--- config.mk ---
export PLATFORM = sky130hd
export DESIGN_NAME = riscv_test_monitor
export DESIGN_NICKNAME = d
export VERILOG_FILES = /design/src/rtl/sasanqua_test_pkg.sv /design/src/rtl/monitor_result_fifo.sv /design/src/rtl/riscv_test_monitor.sv
export SDC_FILE = /design/constraint.sdc
export NUM_CORES = 1
export LEC_CHECK = 0
export BUFFER_PORTS_ARGS = -buffer_cell sky130_fd_sc_hd__buf_2
export CORE_AREA = 2 2 160 162
export CTS_BUF_LIST = sky130_fd_sc_hd__clkbuf_8
export DETAILED_ROUTE_END_ITERATION = 16
export DIE_AREA = 0 0 162 164
export GPL_TIMING_DRIVEN = 1
export HOLD_SLACK_MARGIN = 0.06
export PLACE_DENSITY = 0.78
export SYNTH_ARGS = -nofsm -noshare
export SYNTH_HDL_FRONTEND = slang
export SYNTH_SLANG_ARGS = --single-unit
--- constraint.sdc ---
create_clock -name CLK -period 5 [get_ports CLK]
set_input_delay 0.25 -clock CLK [delete_from_list [all_inputs] [get_ports CLK]]
set_output_delay 0.25 -clock CLK [all_outputs]
set_load 0.02 [all_outputs]
--- src/rtl/sasanqua_test_pkg.sv ---
// Shared types for the riscv-tests pass/fail monitor: FSM states, status codes
// and result-word layout {id[31:24], status[23:22], fail_idx[21:0]}.
package sasanqua_test_pkg;

  typedef enum logic [2:0] {
    S_IDLE,
    S_CRST,
    S_RUN,
    S_SETTLE,
    S_JUDGE
  } mon_state_e;

  localparam logic [1:0] ST_PASS    = 2'b00;
  localparam logic [1:0] ST_FAIL    = 2'b01;
  localparam logic [1:0] ST_TIMEOUT = 2'b10;

  localparam int RES_ID_LSB     = 24;
  localparam int RES_STATUS_LSB = 22;
  localparam int RES_IDX_LSB    = 0;
  localparam int RES_IDX_W      = 22;

  function automatic logic [31:0] pack_result(input logic [7:0] id,
                                              input logic [1:0] status,
                                              input logic [RES_IDX_W-1:0] fail_idx);
    logic [31:0] w;
    w = '0;
    w[RES_ID_LSB +: 8]            = id;
    w[RES_STATUS_LSB +: 2]        = status;
    w[RES_IDX_LSB +: RES_IDX_W]   = fail_idx;
    return w;
  endfunction

endpackage

--- src/rtl/monitor_result_fifo.sv ---
// Synchronous result FIFO: same-cycle push/pop (a pop frees room for a push when full),
// registered read data held until the next pop, sticky overflow on a dropped push.
module monitor_result_fifo #(
  parameter int WIDTH = 32,
  parameter int DEPTH = 8
) (
  input  logic             clk,
  input  logic             rst,
  input  logic             push,
  input  logic [WIDTH-1:0] push_dat,
  input  logic             pop,
  output logic             rd_vld,
  output logic [WIDTH-1:0] rd_dat,
  output logic             empty,
  output logic             full,
  output logic             overflow
);

  localparam int AW = $clog2(DEPTH);

  logic [WIDTH-1:0] mem_q [DEPTH];
  logic [AW:0]      wr_ptr_q, wr_ptr_d;
  logic [AW:0]      rd_ptr_q, rd_ptr_d;
  logic             rd_vld_q, rd_vld_d;
  logic [WIDTH-1:0] rd_dat_q, rd_dat_d;
  logic             overflow_q, overflow_d;
  logic             do_push, do_pop;

  assign empty = (wr_ptr_q == rd_ptr_q);
  assign full  = (wr_ptr_q[AW] != rd_ptr_q[AW]) &&
                 (wr_ptr_q[AW-1:0] == rd_ptr_q[AW-1:0]);

  always_comb begin
    do_pop     = pop && !empty;
    do_push    = push && (!full || do_pop);
    wr_ptr_d   = wr_ptr_q;
    rd_ptr_d   = rd_ptr_q;
    rd_vld_d   = do_pop;
    rd_dat_d   = rd_dat_q;
    overflow_d = overflow_q || (push && !do_push);
    if (do_pop) begin
      rd_dat_d = mem_q[rd_ptr_q[AW-1:0]];
      rd_ptr_d = rd_ptr_q + 1'b1;
    end
    if (do_push) begin
      wr_ptr_d = wr_ptr_q + 1'b1;
    end
  end

  // Storage needs no reset: the pointers define which entries are live.
  always_ff @(posedge clk) begin
    if (do_push) begin
      mem_q[wr_ptr_q[AW-1:0]] <= push_dat;
    end
  end

  always_ff @(posedge clk) begin
    if (rst) begin
      wr_ptr_q   <= '0;
      rd_ptr_q   <= '0;
      rd_vld_q   <= 1'b0;
      rd_dat_q   <= '0;
      overflow_q <= 1'b0;
    end else begin
      wr_ptr_q   <= wr_ptr_d;
      rd_ptr_q   <= rd_ptr_d;
      rd_vld_q   <= rd_vld_d;
      rd_dat_q   <= rd_dat_d;
      overflow_q <= overflow_d;
    end
  end

  assign rd_vld   = rd_vld_q;
  assign rd_dat   = rd_dat_q;
  assign overflow = overflow_q;

endmodule

--- src/rtl/riscv_test_monitor.sv ---
// riscv-tests pass/fail monitor: resets the core, waits for the END_PC jump, judges gp
// and logs a result word. RISCV_TEST_MONITOR_TIMEOUT_EN enables the RUN timeout.
module riscv_test_monitor
  import sasanqua_test_pkg::*;
#(
  parameter logic [31:0] END_PC          = 32'h2000_003C,
  parameter int          CORE_RST_CYCLES = 10,
  parameter int          SETTLE_CYCLES   = 10,
  parameter int          TIMEOUT_CYCLES  = 1_000_000,
  parameter int          LOG_DEPTH       = 8
) (
  input  logic        CLK,
  input  logic        RST,
  input  logic        START,
  input  logic [7:0]  TEST_ID,
  output logic        CORE_RST,
  input  logic        JMP_DO,
  input  logic [31:0] JMP_PC,
  input  logic [31:0] GP_DATA,
  output logic        BUSY,
  input  logic        RES_RDEN,
  output logic        RES_VALID,
  output logic [31:0] RES_DATA,
  output logic        RES_EMPTY,
  output logic        RES_FULL,
  output logic        OVERFLOW,
  output logic [15:0] PASS_COUNT,
  output logic [15:0] FAIL_COUNT
);

  localparam logic [31:0] CRST_LAST   = 32'(CORE_RST_CYCLES - 1);
  localparam logic [31:0] SETTLE_LAST = 32'(SETTLE_CYCLES - 1);
`ifdef RISCV_TEST_MONITOR_TIMEOUT_EN
  localparam logic [31:0] TO_LAST     = 32'(TIMEOUT_CYCLES - 1);
`else
  logic unused_timeout_cfg;
  assign unused_timeout_cfg = (TIMEOUT_CYCLES > 0);
`endif

  mon_state_e  state_q, state_d;
  logic [31:0] cnt_q, cnt_d;
  logic [7:0]  id_q, id_d;
  logic        core_rst_q, core_rst_d;
  logic        timeout_q, timeout_d;
  logic [15:0] pass_cnt_q, pass_cnt_d;
  logic [15:0] fail_cnt_q, fail_cnt_d;
  logic        push;
  logic [1:0]  status;
  logic [21:0] fail_idx;
  logic [31:0] res_word;
  logic        end_hit;

  assign end_hit = JMP_DO && (JMP_PC == END_PC);

  always_comb begin
    status   = ST_PASS;
    fail_idx = '0;
    if (timeout_q) begin
      status = ST_TIMEOUT;
    end else if (GP_DATA != 32'd1) begin
      status   = ST_FAIL;
      fail_idx = GP_DATA[22:1];
    end
    res_word = pack_result(id_q, status, fail_idx);
  end

  always_comb begin
    state_d    = state_q;
    cnt_d      = cnt_q;
    id_d       = id_q;
    core_rst_d = core_rst_q;
    timeout_d  = timeout_q;
    pass_cnt_d = pass_cnt_q;
    fail_cnt_d = fail_cnt_q;
    push       = 1'b0;
    case (state_q)
      S_IDLE: begin
        if (START) begin
          id_d       = TEST_ID;
          cnt_d      = '0;
          core_rst_d = 1'b1;
          timeout_d  = 1'b0;
          state_d    = S_CRST;
        end
      end
      S_CRST: begin
        if (cnt_q == CRST_LAST) begin
          cnt_d      = '0;
          core_rst_d = 1'b0;
          state_d    = S_RUN;
        end else begin
          cnt_d = cnt_q + 32'd1;
        end
      end
      S_RUN: begin
        // End detection wins over a coincident timeout.
        if (end_hit) begin
          cnt_d   = '0;
          state_d = (SETTLE_CYCLES == 0) ? S_JUDGE : S_SETTLE;
`ifdef RISCV_TEST_MONITOR_TIMEOUT_EN
        end else if (cnt_q == TO_LAST) begin
          timeout_d = 1'b1;
          state_d   = S_JUDGE;
        end else begin
          cnt_d = cnt_q + 32'd1;
`endif
        end
      end
      S_SETTLE: begin
        if (cnt_q == SETTLE_LAST) begin
          state_d = S_JUDGE;
        end else begin
          cnt_d = cnt_q + 32'd1;
        end
      end
      S_JUDGE: begin
        push = 1'b1;
        if (status == ST_PASS) begin
          if (pass_cnt_q != 16'hFFFF) pass_cnt_d = pass_cnt_q + 16'd1;
        end else begin
          if (fail_cnt_q != 16'hFFFF) fail_cnt_d = fail_cnt_q + 16'd1;
        end
        state_d = S_IDLE;
      end
      default: state_d = S_IDLE;
    endcase
  end

  always_ff @(posedge CLK) begin
    if (RST) begin
      state_q    <= S_IDLE;
      cnt_q      <= '0;
      id_q       <= '0;
      core_rst_q <= 1'b1;
      timeout_q  <= 1'b0;
      pass_cnt_q <= '0;
      fail_cnt_q <= '0;
    end else begin
      state_q    <= state_d;
      cnt_q      <= cnt_d;
      id_q       <= id_d;
      core_rst_q <= core_rst_d;
      timeout_q  <= timeout_d;
      pass_cnt_q <= pass_cnt_d;
      fail_cnt_q <= fail_cnt_d;
    end
  end

  monitor_result_fifo #(
    .WIDTH (32),
    .DEPTH (LOG_DEPTH)
  ) u_result_fifo (
    .clk      (CLK),
    .rst      (RST),
    .push     (push),
    .push_dat (res_word),
    .pop      (RES_RDEN),
    .rd_vld   (RES_VALID),
    .rd_dat   (RES_DATA),
    .empty    (RES_EMPTY),
    .full     (RES_FULL),
    .overflow (OVERFLOW)
  );

  assign CORE_RST   = core_rst_q;
  assign BUSY       = (state_q != S_IDLE);
  assign PASS_COUNT = pass_cnt_q;
  assign FAIL_COUNT = fail_cnt_q;

endmodule

==> metrics.csv <==
stage,metric,value,unit
worst_setup_path,worstSetupPathType,reg2reg,
die,fp.dieW,162,um
synth,syn_inst,1012,
die,dieHeight,164,um
worst_setup_path,r2r_cells,6,
worst_setup_path,crit_chain,xor2_1 -> nor4_1 -> a21oi_1 -> nand2b_1 -> nor3b_2 -> buf_4,
synth,ys_seq_elements,365,
final_layout,layout.nets,1271,
die,row_count,58,
timing,tns,0,ns
synth,ys.flop_type,edfxtp_1,
timing,maxSlewViolCount,0,
timing,setup_viol_count_final,0,
clock_network,tritoncts,done,
die,core_area,24800,um2
pwr,power_frac_comb,2.2,%
synth,synth_top_family_by_area,multiplexers,
timing,fmax,306,MHz
routing,antenna_left,0,
grt,antenna_found_initial,0,
routing,firstDrtPassIters,5,
worst_setup_path,slowest_delay,0.78,ns
worst_setup_path,path_delay_family,simple AND/OR/NAND/NOR gates,
final_layout,final_area,17000,um2
pwr,sw_frac_of_total,21.0,%
timing,min_period,3.27,ns
place,place_congestion,0.841,
hold_path,hold_end,state_q[0]$_SDFFE_PP0P_,
timing,finClkSkew,0.0283,ns
final_layout,fin_cells,1564,
clock_network,insertion_delay,0.59,ns
pwr,p_switching,1.18,mW
worst_setup_path,worst_ep_arrival_time,3.50,ns
synth,avgSynthCellArea,14.4,um2
worst_setup_path,reg2reg_to,u_result_fifo.mem_q[4][28]$_DFFE_PP_,
routing,avgRoutedWirePerCell,18.8,um
pwr,power.density,331,nW/um2
final_layout,diodes,0,
synth,synth-compound-area-share,3.76,%
place,dpl.cell_count,1429,
synth,synthXorXnorAreaFrac,3.42,%
place,port_buffers,145,
worst_setup_path,required,5.23,ns
worst_setup_path,cp-start-kind,register,
grt,grt_pass1_wl,45900,um
grt,track_usage,22.2,%
clock_network,htreeDepth,2,
synth,synthDistinctLibCells,44,
grt,grt_max_degree,87,
timing,hold_viol_final,0,
routing,drtIter0Drc,576,
run_status,status,"complete, no violations",
die,dieArea,26600,um2
grt,first_global_vias,8826,
final_layout,area_growth_syn_to_layout,16.3,%
synth,synth_edf_count,248,
hold_path,hold_path_class,in2reg,
clock_network,clock-sinks,365,
clock_network,clock_path_buffers,3,
hold_path,worstHoldStart,JMP_PC[11],
routing,routed_via_density,5.72,
worst_setup_path,critPathSlowestCell,dfxtp_4,
grt,grt-ovfl-total,0,
pwr,power.share.sequential,57.5,%
clock_network,clockRootBuffer,clkbuf_8,
synth,synthMuxAreaShare,11.8,%
pwr,internal_power,4.44,mW
routing,vias,8940,
die,io_pins,147,
worst_setup_path,critPathMaxFanout,33,
final_layout,drive_gt1_share,25.8,%
clock_network,cts-resized-gates,0,
synth,ys_warn_count,0,
timing,slew_headroom,29.9,%
pwr,power.leakage,5.76,nW
flow_run,maxCapViolations,0,
final_layout,fill_cells,1671,
synth,synth_simple_gate_area_share,11.1,%
synth,synthAdderAreaFrac,0.514,%
clock_network,cts_inserted_buffers,55,
synth,synth_nets,1095,
place,dpl_cell_area,15600,um2
worst_setup_path,worstReg2RegStart,u_result_fifo.rd_ptr_q[0]$_SDFFE_PP0P_,
worst_setup_path,end_kind,register,
routing,routed_wl,29400,um
synth,ys_seq_area_share,67.0,%
pwr,peakVddDrop,0.000179,V
worst_setup_path,r2r_setup_slack,1.73,ns
timing,finalCritPeriodShare,65.5,%
routing,drcViolationCount,0,
clock_network,clk_pin_slew,0.06,ns
synth,netlist_area,14600,um2
hold_path,min_path_cells,5,
pwr,pwr-share-clk,40.3,%
synth,async_flop_share,0,%
worst_setup_path,cp.buffers_inverters,1,
place,dp_hpwl,17800,um
timing,rsz0062_at_grt,no,
die,start_util,58.9,%
timing,tightestPinTransition,1.05,ns
synth_stat cells (3+ instances only):
cell	instances	area share, %
edfxtp_1	248	51
dfxtp_1	117	16
nor2_1	104	2.7
mux4_2	62	9.6
clkbuf_1	53	1.4
nand2_1	50	1.3
nand4_1	37	1.6
mux2i_1	33	2.3
xor2_1	33	2.0
a211oi_1	32	1.6
a21oi_1	28	0.96
xnor2_1	24	1.4
nor4_1	23	0.98
nor3_1	22	0.75
nand3_1	18	0.62
buf_2	17	0.58
or3_1	14	0.60
o21ai_0	13	0.45
and3_1	12	0.51
inv_1	12	0.31
and2_1	8	0.34
nor4b_1	8	0.48
ha_1	6	0.51
nor3b_1	6	0.31
o31ai_1	5	0.26
and4_1	3	0.18
or4_1	3	0.15
layout make-up:
type                       instances  area [um2]  area share (%)
clock buffer                      64         881            5.19
clock inverter                    39         170            1.00
inverter                          13        48.8           0.287
multi-input combinational        561        4510            26.6
sequential                       365        9800            57.7
tap                              330         413            2.43
timing repair buffer             192        1160            6.84
cells by family (layout without fill, tap and decap cells):
logic type                 count (synthesis)  count (layout)
DFF                                      365             365
AOI/OAI and AO/OA                         84              84
other                                      1               1
muxes                                     95              95
adders and majority gates                  6               6
and+or+nand+nor                          318             318
xor gates and xnor gates                  57              57
buffers and inverters                     86             308
flip-flops by register name (all words and copies together) (netlist names):
name	cells
id_q	8
CORE_RST	1
u_result_fifo.wr_ptr_q	4
u_result_fifo.overflow	1
u_result_fifo.mem_q	248
PASS_COUNT	16
FAIL_COUNT	16
u_result_fifo.rd_ptr_q	4
u_result_fifo.rd_vld	1
u_result_fifo.rd_dat	31
cnt_q	32
state_q	3
worst register-to-register path, cell delays in order, from the launching register on:
cell,delay [ns]
dfxtp_4,0.78
xor2_1,0.23
nor4_1,0.11
a21oi_1,0.41
nand2b_1,0.31
nor3b_2,0.60
buf_4,0.47
layout by cell type, fill, tap and decap left out, types with 4 or more instances in the layout:
cell and count:
edfxtp_1 248, buf_2 144, nor3b_2 4, ha_1 6, clkinv_1 11, o21ai_0 13
o31ai_1 5, buf_4 16, nand2_1 50, clkbuf_8 64, nor4_1 23, mux4_2 62
and2_1 7, inv_1 28, clkinv_2 9, a21oi_1 28, a211oi_1 32, or3_1 14
xor2_1 33, mux2i_1 33, dlygate4sd3_1 32, xnor2_1 24, nor2_1 103, nand4_1 37
dfxtp_1 114, nand3_1 18, nor3_1 20, nor4b_1 8, and3_1 12
routing by layer:
metal,GRT usage (%),routed length [um]
met4,6.19,482
met5,0,0
met1,28.6,12300
met2,38.8,14800
met3,4.17,1820
through the flow:
step / hold slack [ns] / power, mW / setup slack, ns / utilization (%)
floorplan: 0.386 / 3.35 / 0.728 / -
global placement: 0.473 / 3.40 / 1.89 / 62.9
detailed placement: 0.470 / 3.40 / 1.79 / 62.9
CTS: 0.119 / 5.68 / 1.70 / 68.4
global route: 0.185 / 5.83 / 1.50 / 68.4
finish: 0.142 / 5.62 / 1.73 / 68.4
power by group through the flow:
| stage | clock [mW] | sequential [mW] | combinational [mW] |
|---|---|---|---|
| 6_report | 2.26 | 3.23 | 0.126 |
| 5_1_grt | 2.46 | 3.23 | 0.138 |
| 3_3_place_gp | 0 | 3.30 | 0.103 |
| 4_1_cts | 2.32 | 3.23 | 0.126 |
| 2_1_floorplan | 0 | 3.29 | 0.0563 |
| 3_5_place_dp | 0 | 3.30 | 0.106 |
repair_timing:
item,4_1_cts,5_1_grt
buffers inserted,0,0
hold buffers,32,0
endpoints found under the setup margin,0,0
endpoints found under the hold margin,186,0
worst max-delay path by stage:
stage | startpoint | end | slack (ns) | cells past startpoint
after floorplan | u_result_fifo.wr_ptr_q[2]$_SDFFE_PP0P_ | u_result_fifo.mem_q[4][0]$_DFFE_PP_ | 0.73 | 6
after global placement | u_result_fifo.rd_ptr_q[0]$_SDFFE_PP0P_ | u_result_fifo.mem_q[4][7]$_DFFE_PP_ | 1.89 | 6
after detailed placement | u_result_fifo.rd_ptr_q[0]$_SDFFE_PP0P_ | u_result_fifo.mem_q[4][2]$_DFFE_PP_ | 1.79 | 6
after CTS | u_result_fifo.rd_ptr_q[0]$_SDFFE_PP0P_ | u_result_fifo.mem_q[4][29]$_DFFE_PP_ | 1.70 | 6
after global routing | u_result_fifo.rd_ptr_q[0]$_SDFFE_PP0P_ | u_result_fifo.mem_q[4][20]$_DFFE_PP_ | 1.50 | 6
final | u_result_fifo.rd_ptr_q[0]$_SDFFE_PP0P_ | u_result_fifo.mem_q[4][28]$_DFFE_PP_ | 1.73 | 6
Note: power is estimated with default switching activity, not from simulation.
